## src/rtl/mem_ctrl_pkg.sv

```systemverilog
// Shared types and constants for the memory-stage stall controller.
package mem_ctrl_pkg;
  localparam int REG_W = 5;
  localparam logic [REG_W-1:0] ZERO_REG = '0;

  typedef enum logic [1:0] {
    IDLE  = 2'd0,
    WAIT  = 2'd1,
    FAULT = 2'd2
  } state_e;
endpackage

```

## src/rtl/load_use_detect.sv

```systemverilog
// Combinational load-use hazard check between ID/EX and IF/ID.
module load_use_detect
  import mem_ctrl_pkg::*;
(
  input  logic             id_ex_MemtoReg,
  input  logic [REG_W-1:0] id_ex_Rd,
  input  logic [REG_W-1:0] if_id_Rs1,
  input  logic [REG_W-1:0] if_id_Rs2,
  output logic             load_use
);
  // x0 is hardwired to zero, so a load targeting it never creates a hazard.
  assign load_use = id_ex_MemtoReg && (id_ex_Rd != ZERO_REG) &&
                    ((id_ex_Rd == if_id_Rs1) || (id_ex_Rd == if_id_Rs2));
endmodule

```

## src/rtl/mem_stall_ctrl.sv

```systemverilog
// Memory-stage request/ack sequencer with pipeline stall and load-use bubbling.
// Optional access timeout/fault tracking is enabled by defining MEM_TIMEOUT_EN.
module mem_stall_ctrl
  import mem_ctrl_pkg::*;
#(
  parameter int TIMEOUT = 16
) (
  input  logic             clk,
  input  logic             reset,
  input  logic             ex_mem_MemtoReg,
  input  logic             ex_mem_MemWrite,
  input  logic             id_ex_MemtoReg,
  input  logic [REG_W-1:0] id_ex_Rd,
  input  logic [REG_W-1:0] if_id_Rs1,
  input  logic [REG_W-1:0] if_id_Rs2,
  input  logic             dmem_ack,
  input  logic             fault_clr,
  output logic             dmem_req,
  output logic             dmem_we,
  output logic             stall_all,
  output logic             stall_front,
  output logic             flush_id_ex,
  output logic             wb_bubble,
  output logic             mem_fault,
  output logic             fault_sticky
);
  localparam int CW = $clog2(TIMEOUT + 1);

  state_e state_q, state_d;
  logic   access, req_raw, is_fault, load_use;

  assign access   = ex_mem_MemtoReg | ex_mem_MemWrite;
  assign is_fault = (state_q == FAULT);

  load_use_detect u_lud (
    .id_ex_MemtoReg (id_ex_MemtoReg),
    .id_ex_Rd       (id_ex_Rd),
    .if_id_Rs1      (if_id_Rs1),
    .if_id_Rs2      (if_id_Rs2),
    .load_use       (load_use)
  );

`ifdef MEM_TIMEOUT_EN
  logic [CW-1:0] cnt_q, cnt_d;
  logic          sticky_q, sticky_d;
`else
  logic [CW-1:0] unused_cnt;
  logic          unused_cfg;
  assign unused_cnt = '0;
  assign unused_cfg = fault_clr;
`endif

  always_comb begin
    state_d = state_q;
    req_raw = 1'b0;
`ifdef MEM_TIMEOUT_EN
    cnt_d   = cnt_q;
`endif
    case (state_q)
      IDLE: begin
        req_raw = access;
        if (access && !dmem_ack) begin
          state_d = WAIT;
`ifdef MEM_TIMEOUT_EN
          cnt_d   = CW'(1);
`endif
        end
      end
      WAIT: begin
        req_raw = 1'b1;
        if (dmem_ack) state_d = IDLE;
`ifdef MEM_TIMEOUT_EN
        else if (cnt_q == CW'(TIMEOUT - 1)) state_d = FAULT;
        else cnt_d = cnt_q + 1'b1;
`endif
      end
      // FAULT lasts exactly one cycle; ack is ignored and no request is driven.
      default: state_d = IDLE;
    endcase
  end

  always_ff @(posedge clk or negedge reset) begin
    if (!reset) state_q <= IDLE;
    else        state_q <= state_d;
  end

`ifdef MEM_TIMEOUT_EN
  // Setting from FAULT takes priority over a same-cycle clear.
  assign sticky_d = is_fault | (sticky_q & ~fault_clr);

  always_ff @(posedge clk or negedge reset) begin
    if (!reset) begin
      cnt_q    <= '0;
      sticky_q <= 1'b0;
    end else begin
      cnt_q    <= cnt_d;
      sticky_q <= sticky_d;
    end
  end

  assign mem_fault    = reset & is_fault;
  assign fault_sticky = reset & sticky_q;
`else
  assign mem_fault    = 1'b0;
  assign fault_sticky = 1'b0;
`endif

  // Everything is gated by reset so an in-flight request drops asynchronously.
  assign dmem_req    = reset & req_raw;
  assign dmem_we     = dmem_req & ex_mem_MemWrite;
  assign stall_all   = dmem_req & ~dmem_ack;
  assign wb_bubble   = stall_all | (reset & is_fault);
  assign stall_front = reset & load_use & ~stall_all;
  assign flush_id_ex = reset & load_use & ~stall_all;
endmodule

```

## config.mk

```make
export PLATFORM = sky130hd
export DESIGN_NAME = mem_stall_ctrl
export DESIGN_NICKNAME = d
export VERILOG_FILES = /design/src/rtl/mem_ctrl_pkg.sv /design/src/rtl/load_use_detect.sv /design/src/rtl/mem_stall_ctrl.sv
export SDC_FILE = /design/constraint.sdc
export NUM_CORES = 1
export LEC_CHECK = 0
export CAP_MARGIN = 20
export CORE_AREA = 4 4 41 43
export DETAILED_ROUTE_END_ITERATION = 12
export DIE_AREA = 0 0 45 47
export PLACE_DENSITY_LB_ADDON = 0.05
export RECOVER_POWER = 25
export REMOVE_ABC_BUFFERS = 1
export SYNTH_ARGS = -nofsm -noshare
export SYNTH_HDL_FRONTEND = slang
export SYNTH_SLANG_ARGS = --single-unit
```

## constraint.sdc

```tcl
create_clock -name clk -period 4.4 [get_ports clk]
set_clock_uncertainty 0.2 [all_clocks]
set_input_delay 0.66 -clock clk [delete_from_list [all_inputs] [get_ports clk]]
set_output_delay 0.66 -clock clk [all_outputs]
set_load 0.01 [all_outputs]
```

# [Word level (Yosys, flattened, before mapping)]
# Index checks and enable logic that the tools add are counted.
[totals] ff_bits=2 input_bits=22 output_inout_bits=8 wordCells=29
[op_classes] eq_ne=6 n_mux=4 bitwise_logic=10 reduce_logical=8
[ops] cell="$eq A5 B5 Y1" count=2
[ops] cell="$and A1 B1 Y1" count=6
[ops] cell="$reduce_bool A5 Y1" count=1
[ops] cell="$mux W2" count=2
[ops] cell="$ne A2 B2 Y1 const B" count=2
[ops] cell="$pmux W2 S2" count=1
[ops] cell="$logic_and A1 B1 Y1" count=3
[ops] cell="$eq A2 B1 Y1 const B" count=1
[ops] cell="$eq A2 B2 Y1 const B" count=1
[ops] cell="$logic_not A2 Y1" count=1
[ops] cell="$not A1 Y1" count=2
[ops] cell="$or A1 B1 Y1" count=2
[ops] cell="$pmux W1 S2" count=1
[ops] cell="$reduce_and A2 Y1" count=1
[ops] cell="$logic_not A1 Y1" count=1
[ops] cell="$logic_or A1 B1 Y1" count=1

# [Logic depth before layout (Yosys ltp)]
# Gate-level depths: netlist of run 1.
[logic_depth] ltp_word=6 depth_mapped=5 depth_no_buf=4

# [By module]
# Synthesis of run 1 repeated with hierarchy kept, for this count alone.
[hier_totals] cells_unflattened=29 area_unflattened_um2=227.7
[by_module_without_submodules] mod="load_use_detect" instances=1 cells_per_inst=17 area_each_um2=125.1 seq_area_each_um2=0.0
[by_module_without_submodules] mod="mem_stall_ctrl" instances=1 cells_per_inst=12 area_each_um2=102.6 seq_area_each_um2=25.0

# [Worst setup path after synthesis of run 1]
# No wires, ideal clock.
[synth_timing] path_kind="input port to output port" start="in id_ex_Rd[3]" end="out stall_front" t_arrival_ps=1680 t_required_ps=3540 slack_ps=1860 cell_stages=5 n_path_buf=1 path_cell_list="xor2_1 > nor3_1 > nand3_1 > a211oi_1 > buf_4"
[synth_between] elab_chain_len=5 elab_cells_between_ends=8 classes_between="eq/ne: 2; bitwise: 2; reduce/logical: 4"
[synth_lines] element="start, declared" line="mem_stall_ctrl.sv:13" source="input logic [REG_W-1:0] id_ex_Rd,"
[synth_lines] element="$eq A5 B5 Y1 or $reduce_bool A5 Y1 (tied branches)" line="load_use_detect.sv:13, load_use_detect.sv:12"
[synth_lines] element="$logic_or A1 B1 Y1 or $logic_and A1 B1 Y1 (tied branches)" line="load_use_detect.sv:13, load_use_detect.sv:12"
[synth_lines] element="$logic_and A1 B1 Y1 (*)" line="load_use_detect.sv:12" source="assign load_use = id_ex_MemtoReg && (id_ex_Rd != ZERO_REG) &&"
[synth_lines] element="$and A1 B1 Y1 (*) (2 in a row)"
[synth_lines] element="end, declared" line="mem_stall_ctrl.sv:21" source="output logic stall_front,"
# Every way passes the cells marked *; elsewhere a longest branch is shown, timed or not.

# [Worst setup path after layout of run 1]
[layout_timing] start="in id_ex_Rd[3]" end="out stall_front"
[layout_between] elab_chain_len=5 elab_cells_between_ends=8 classes_between="eq/ne: 2; bitwise: 2; reduce/logical: 4"
[layout_lines] element="$eq A5 B5 Y1 or $reduce_bool A5 Y1 (tied branches)" line="load_use_detect.sv:13, load_use_detect.sv:12"
[layout_lines] element="$logic_or A1 B1 Y1 or $logic_and A1 B1 Y1 (tied branches)" line="load_use_detect.sv:13, load_use_detect.sv:12"
[layout_lines] element="$logic_and A1 B1 Y1 (*)" line="load_use_detect.sv:12"
[layout_lines] element="$and A1 B1 Y1 (*) (2 in a row)" line="mem_stall_ctrl.sv:113" source="assign stall_front = reset & load_use & ~stall_all;"
# Marks and branches as above.

==> results of run 1 <==
## cell families (layout without fill, tap and decap cells)
group | count (synthesis) | in the layout | share of synthesized area (%)
buffers and inverters | 4 | 26 | 13.6
and+or+nand+nor | 10 | 10 | 24.9
AOI/OAI and AO/OA | 2 | 2 | 9.04
other | 1 | 2 | 1.69
DFF | 1 | 1 | 11.3
xor gates and xnor gates | 10 | 10 | 39.5
## report_power, final
group          internal [mW]  switching, mW
Sequential           0.00997       0.000129
Combinational         0.0257         0.0129
Clock                      0              0
## layer usage
layer | up-vias | global-route usage (%) | routed length, um
li1 | 136 | - | -
met3 | 0 | 0.383 | 100
met2 | 20 | 13.3 | 337
met5 | - | 0 | 0
met1 | 108 | 6.76 | 224
met4 | 0 | 0 | 0
## synthesized netlist by cell type
cell,count,area [um2]
nor3_1,3,15.0
conb_1,1,3.75
o211ai_2,1,12.5
xor2_1,6,52.6
or4_1,1,7.51
and2_1,2,12.5
xnor2_1,4,35.0
nor2b_1,1,6.26
a211oi_1,1,7.51
dfrtp_1,1,25.0
nor2_1,1,3.75
buf_4,4,30.0
nand3_1,2,10.0
## critical path, cell delays in order
cell and delay [ns]:
clkdlybuf4s50_1 0.46, xor2_1 0.18, nor3_1 0.21, nand3_1 0.10
a211oi_1 0.30, clkdlybuf4s50_1 0.60
## metrics by stage
stage / utilization, % / cell area, um2
CTS: 36.4 / 474
finish: 36.4 / 474
global route: 36.4 / 474
floorplan: - / 195
detailed placement: 36.4 / 474
global placement: 36.4 / 474
## path summary, 6_finish.rpt
check                            start     endpoint  slack (ns)  cells past startpoint
setup / recovery           id_ex_Rd[3]  stall_front        1.04                      6
min in group asynchronous        reset   state_q[0]        0.74                      1
hold / removal              state_q[0]   state_q[0]        0.40                      2
max in group asynchronous        reset   state_q[0]        3.09                      1
setup reg to reg            state_q[0]   state_q[0]        3.41                      2
hold reg to reg             state_q[0]   state_q[0]        0.40                      2
## cell type report
class | instances | area [um2]
fill | 142 | 827
timing repair buffer | 26 | 260
sequential | 1 | 25.0
multi-input combinational | 24 | 170
tap | 15 | 18.8
==> impl_metrics.env, run 1 <==
export IMPL_grt_pass1_vias=236
export IMPL_place_hpwl_um=641
export IMPL_hold_path_class="register to register"
export IMPL_io_buffer_count=26
export IMPL_rsz0062_at_grt="false"
export IMPL_final_common_cell="clkdlybuf4s50_1"
export IMPL_dpl_worst_slack_ns=0.979
export IMPL_rows=13
export IMPL_syn_inst=28
export IMPL_vdd_drop_max_v=0.0000419
export IMPL_num_antenna_cells=0
export IMPL_final_cell_mix="clkdlybuf4s50_1 (24), xor2_1 (6), xnor2_1 (4), nor3_1 (3)"
export IMPL_start_util_pct=17.0
export IMPL_io_pins=30
export IMPL_period_minus_slack_ns=3.36
export IMPL_finalCritPeriodShare_pct=76.3
export IMPL_synth_area_per_cell_um2=7.91
export IMPL_drt_initial_drc_count=1
export IMPL_path_class="input pin to output port"
export IMPL_placed_cells=66
export IMPL_area_growth_pct=114
export IMPL_hold_viol_final=0
export IMPL_grt_pass1_wl_um=1010
export IMPL_die_height_um=47
export IMPL_worstSkewPairLatency_ns=0
export IMPL_p_leak_nw=0.171
export IMPL_finalPower_mw=0.0487
export IMPL_grt_overflow=0
export IMPL_grt_max_degree=6
export IMPL_setup_viol=0
export IMPL_hold_buffers=0
export IMPL_worst_endpoint_required_ns=3.54
export IMPL_fp_dieW_um=45
export IMPL_largest_reg_flops=1
export IMPL_finalMaxSlewViolations=0
export IMPL_gp_congestion=0.715
export IMPL_ys_warn_count=0
export IMPL_cts_repair_resized=0
export IMPL_setup_worst_path_start_class="input pin"
export IMPL_ant_nets=0
export IMPL_largest_register="state_q"
export IMPL_wl_per_cell_um=10.0
export IMPL_die_area_um2=2120
export IMPL_syn_area_um2=221
export IMPL_crit_arrival_ns=2.50
export IMPL_remaining_drc_errors=0
export IMPL_fin_nets=75
export IMPL_crit_path_max_fanout=3
export IMPL_drive_gt1_share_pct=1.96
export IMPL_crit_path_end_kind="output port"
export IMPL_fmax_mhz=298
export IMPL_path_clk_slew_ns=0
export IMPL_coreArea_um2=1300
export IMPL_via_count=264
export IMPL_antenna_found_initial=0
export IMPL_timing_hold_ws_ns=0.396
export IMPL_fin_setup_tns_ns=0
export IMPL_drv_cap=0
export IMPL_wl_um=662
export IMPL_top_regs="state_q: 1 flops"
export IMPL_post_cts_buffers=0
export IMPL_ys_ff_latch=1
export IMPL_power_per_cell_area_nw_per_um2=103
export IMPL_grt_util_all_layers_pct=6.14
export IMPL_dr_pass1_iters=2
export IMPL_fin_cells=66
export IMPL_avgViaCountPerCell=4.00
export IMPL_setup_ws_ns=1.04
export IMPL_outcome="completed"
export IMPL_yosysUniqueCellTypes=13
export IMPL_yosysSeqAreaShare_pct=11.3
Note: power is estimated with default switching activity, not from simulation.
==> run 2, diff against run 1 <==
- clock period: 4.4 -> 2.7 ns (I/O delays scaled with it)
==> impl_metrics.env, run 2 (synthesis gave the netlist of run 1 again) <==
export IMPL_fmax_mhz=392
export IMPL_hold_viol_final=0
export IMPL_largest_register="state_q"
export IMPL_place_hpwl_um=661
export IMPL_reg2reg_from="state_q[0]"
export IMPL_rows=13
export IMPL_placed_cells=69
export IMPL_hold_path_class="register to register"
export IMPL_fin_setup_tns_ns=0
export IMPL_vdd_drop_max_v=0.0000639
export IMPL_via_count=271
export IMPL_finalCritPeriodShare_pct=94.5
export IMPL_critical_path_startpoint="id_ex_Rd[3]"
export IMPL_grt_busiest_layer="met2"
export IMPL_wl_per_cell_um=9.84
export IMPL_crit_end="stall_front"
export IMPL_setup_ws_ns=0.148
export IMPL_r2r_end="state_q[0]"
export IMPL_wl_um=679
export IMPL_top_regs="state_q: 1 flops"
export IMPL_antenna_found_initial=0
export IMPL_die_area_um2=2120
export IMPL_grtUsageMet3_pct=0
export IMPL_crit_path_max_fanout=3
export IMPL_crit_arrival_ns=1.95
export IMPL_coreArea_um2=1300
export IMPL_num_antenna_cells=0
export IMPL_grt_pass1_wl_um=1010
export IMPL_fillers=135
export IMPL_finalMaxSlewViolations=0
export IMPL_post_cts_buffers=0
export IMPL_drt_initial_drc_count=0
export IMPL_remaining_drc_errors=0
export IMPL_area_growth_pct=123
export IMPL_period_minus_slack_ns=2.55
export IMPL_io_pins=30
export IMPL_crit_path_end_kind="output port"
export IMPL_final_common_cell="clkdlybuf4s50_1"
export IMPL_r2r_slack_ns=1.62
export IMPL_io_buffer_count=26
export IMPL_die_height_um=47
export IMPL_grt_pass1_vias=275
export IMPL_cts_repair_resized=2
export IMPL_final_cell_mix="clkdlybuf4s50_1 (23), xor2_1 (6), xnor2_1 (4), nor3_1 (3), buf_4 (3)"
export IMPL_start_util_pct=17.0
export IMPL_grt_max_degree=5
export IMPL_fp_dieW_um=45
export IMPL_use_met2_pct=12.4
export IMPL_path_class="input pin to output port"
export IMPL_dr_pass1_iters=1
export IMPL_outcome="completed"
export IMPL_setup_viol=0
export IMPL_avgViaCountPerCell=3.93
export IMPL_drive_gt1_share_pct=7.41
export IMPL_hold_buffers=0
export IMPL_power_per_cell_area_nw_per_um2=168
export IMPL_grt_overflow=0
export IMPL_dpl_worst_slack_ns=-0.206
export IMPL_fin_cells=69
export IMPL_drv_cap=0
export IMPL_p_leak_nw=0.195
export IMPL_met1_usage_pct=7.43
export IMPL_ant_nets=0
export IMPL_grt_util_all_layers_pct=6.06
export IMPL_worstSkewPairLatency_ns=0
export IMPL_fin_nets=78
export IMPL_largest_reg_flops=1
export IMPL_worst_endpoint_required_ns=2.10
export IMPL_path_clk_slew_ns=0
export IMPL_setup_worst_path_start_class="input pin"
export IMPL_rsz0062_at_grt="false"
export IMPL_gp_congestion=0.748
export IMPL_reg2reg_depth=3
-- run 2: worst min-delay path by stage --
stage | from | to | slack, ns | cells past startpoint
finish | state_q[0] | state_q[0] | 0.45 | 3
global placement | state_q[0] | state_q[0] | 0.47 | 3
global route | state_q[0] | state_q[0] | 0.53 | 3
floorplan | reset | state_q[0] | -0.09 | 0
CTS | state_q[0] | state_q[0] | 0.47 | 3
detailed placement | state_q[0] | state_q[0] | 0.47 | 3
-- run 2: area by class of cell --
cell class	count	area, um2	share of cell area, %
Multi-Input combinational cell	24	170	34.4
Sequential cell	1	25.0	5.06
Tap cell	15	18.8	3.80
Timing Repair Buffer	29	280	56.7
-- run 2: metal layers --
metal	share of wire, %	up-vias	wire length, um
li1	-	141	-
met1	33	110	222
met2	53	20	362
met3	14	0	95
met4	0	0	0
met5	0	-	0
-- run 2: critical path, cell delays in order --
cell and delay, ns:
clkdlybuf4s50_1 0.46, xor2_1 0.18, nor3_1 0.21, nand3_1 0.10
a211oi_1 0.28, dlygate4sd2_1 0.31
-- run 2: where the power goes --
part / switching, mW / leakage (nW) / total (mW) / internal [mW]
combinational: 0.0219 / 0.183 / 0.0667 / 0.0448
sequential: 0.000230 / 0.0120 / 0.0165 / 0.0162
clock: 0 / 0 / 0 / 0
-- run 2: stage by stage --
step | utilization (%) | hold slack [ns] | instance area [um2] | power (mW)
finish | 38.0 | 0.449 | 494 | 0.0832
global route | 38.0 | 0.526 | 494 | 0.0890
CTS | 38.0 | 0.470 | 494 | 0.0847
detailed placement | 38.2 | 0.470 | 497 | 0.0846
global placement | 38.2 | 0.472 | 497 | 0.0834
floorplan | - | -0.0906 | 195 | 0.0368
==> run 3, diff against run 2 <==
- REMOVE_ABC_BUFFERS: 1 -> unset
==> impl_metrics.env, run 3 (synthesis gave the netlist of run 1 again) <==
export IMPL_outcome="completed"
export IMPL_crit_end="flush_id_ex"
export IMPL_grt_util_all_layers_pct=5.83
export IMPL_crit_path_max_fanout=3
export IMPL_largest_reg_flops=1
export IMPL_via_count=276
export IMPL_io_pins=30
export IMPL_drt_initial_drc_count=1
export IMPL_die_height_um=47
export IMPL_io_buffer_count=26
export IMPL_grt_overflow=0
export IMPL_path_class="input pin to output port"
export IMPL_setup_ws_ns=0.142
export IMPL_worstSkewPairLatency_ns=0
export IMPL_final_common_cell="clkdlybuf4s50_1"
export IMPL_worst_endpoint_required_ns=2.10
export IMPL_dpl_worst_slack_ns=-0.215
export IMPL_critPathMaxStageDelay_ns=0.47
export IMPL_gp_congestion=0.658
export IMPL_fin_nets=78
export IMPL_final_util_pct=38.4
export IMPL_power_per_cell_area_nw_per_um2=169
export IMPL_fin_setup_tns_ns=0
export IMPL_postLayoutCellArea_um2=499
export IMPL_rows=13
export IMPL_die_area_um2=2120
export IMPL_period_minus_slack_ns=2.56
export IMPL_setup_viol=0
export IMPL_ant_nets=0
export IMPL_fin_cells=69
export IMPL_reg2reg_from="state_q[0]"
export IMPL_start_util_pct=17.0
export IMPL_place_hpwl_um=673
export IMPL_wl_per_cell_um=10.6
export IMPL_num_antenna_cells=0
export IMPL_crit_family="buffers and inverters"
export IMPL_fmax_mhz=391
export IMPL_vdd_drop_max_v=0.0000693
export IMPL_rsz0062_at_grt="false"
export IMPL_antenna_found_initial=0
export IMPL_crit_path_end_kind="output port"
export IMPL_finalMaxSlewViolations=0
export IMPL_remaining_drc_errors=0
export IMPL_top_regs="state_q: 1 flops"
export IMPL_reg2reg_depth=3
export IMPL_slowest_stage="clkdlybuf4s50_1"
export IMPL_grt_pass1_vias=258
export IMPL_coreArea_um2=1300
export IMPL_largest_register="state_q"
export IMPL_timing_hold_ws_ns=0.473
export IMPL_grt_pass1_wl_um=952
export IMPL_wl_um=730
export IMPL_drv_cap=0
export IMPL_finalCritPeriodShare_pct=94.8
export IMPL_avgViaCountPerCell=4.00
export IMPL_path_clk_slew_ns=0
export IMPL_placed_cell_area_um2=497
export IMPL_grt_max_degree=5
export IMPL_p_leak_nw=0.196
export IMPL_r2r_end="state_q[0]"
export IMPL_final_cell_mix="clkdlybuf4s50_1 (23), xor2_1 (6), xnor2_1 (4), buf_4 (3)"
export IMPL_finalPower_mw=0.0843
export IMPL_critical_path_startpoint="id_ex_Rd[3]"
export IMPL_drive_gt1_share_pct=9.26
export IMPL_dr_pass1_iters=2
export IMPL_post_cts_buffers=0
export IMPL_crit_chain="clkdlybuf4s50_1 > xor2_1 > nor3_1 > nand3_1 > a211oi_1 > dlygate4sd2_1"
export IMPL_placed_cells=69
export IMPL_area_growth_pct=125
export IMPL_hold_viol_final=0
export IMPL_r2r_slack_ns=1.67
export IMPL_crit_arrival_ns=1.95
export IMPL_setup_worst_path_start_class="input pin"
export IMPL_path_buf_inv=2
export IMPL_hold_path_class="register to register"
export IMPL_worst_path_stages=6
export IMPL_fp_dieW_um=45
-- run 3: area by class of cell --
type / count / area (um2)
repair buffers: 29 / 280
multi-input cells: 24 / 175
flip-flops and latches: 1 / 25.0
fillers: 142 / 802
well taps: 15 / 18.8
-- run 3: power breakdown --
part | switching [mW] | internal [mW]
Combinational | 0.0226 | 0.0451
Sequential | 0.000448 | 0.0163
Clock | 0 | 0
Total | 0.0230 | 0.0613
-- run 3: worst min-delay path, delay by kind of cell, from the launching register on --
family                 cells  cell delay, ns
buffers and inverters      1            0.14
flip-flops                 1            0.32
AND/OR/NAND/NOR            2            0.18
-- run 3: what timing repair did --
action | 4_1_cts | 5_1_grt
resized for setup | 2 | 1
hold buffers | 0 | 0
hold endpoints to repair | 0 | 0
setup endpoints to repair | 2 | 2
-- run 3: worst min-delay path by stage --
stage / end / slack (ns) / startpoint / cells after the start
CTS: state_q[0] / 0.47 / state_q[0] / 3
detailed placement: state_q[0] / 0.47 / state_q[0] / 3
global placement: state_q[0] / 0.47 / state_q[0] / 3
global route: state_q[0] / 0.57 / state_q[0] / 3
floorplan: state_q[0] / -0.09 / reset / 0
finish: state_q[0] / 0.47 / state_q[0] / 3
-- run 3: routing by layer --
metal / GRT usage [%] / share of wire, % / up-vias
met3: 0 / 12 / 0
li1: - / - / 141
met1: 5.41 / 31 / 118
met2: 14.1 / 56 / 17
met5: 0 / 0 / -
met4: 0 / 0 / 0
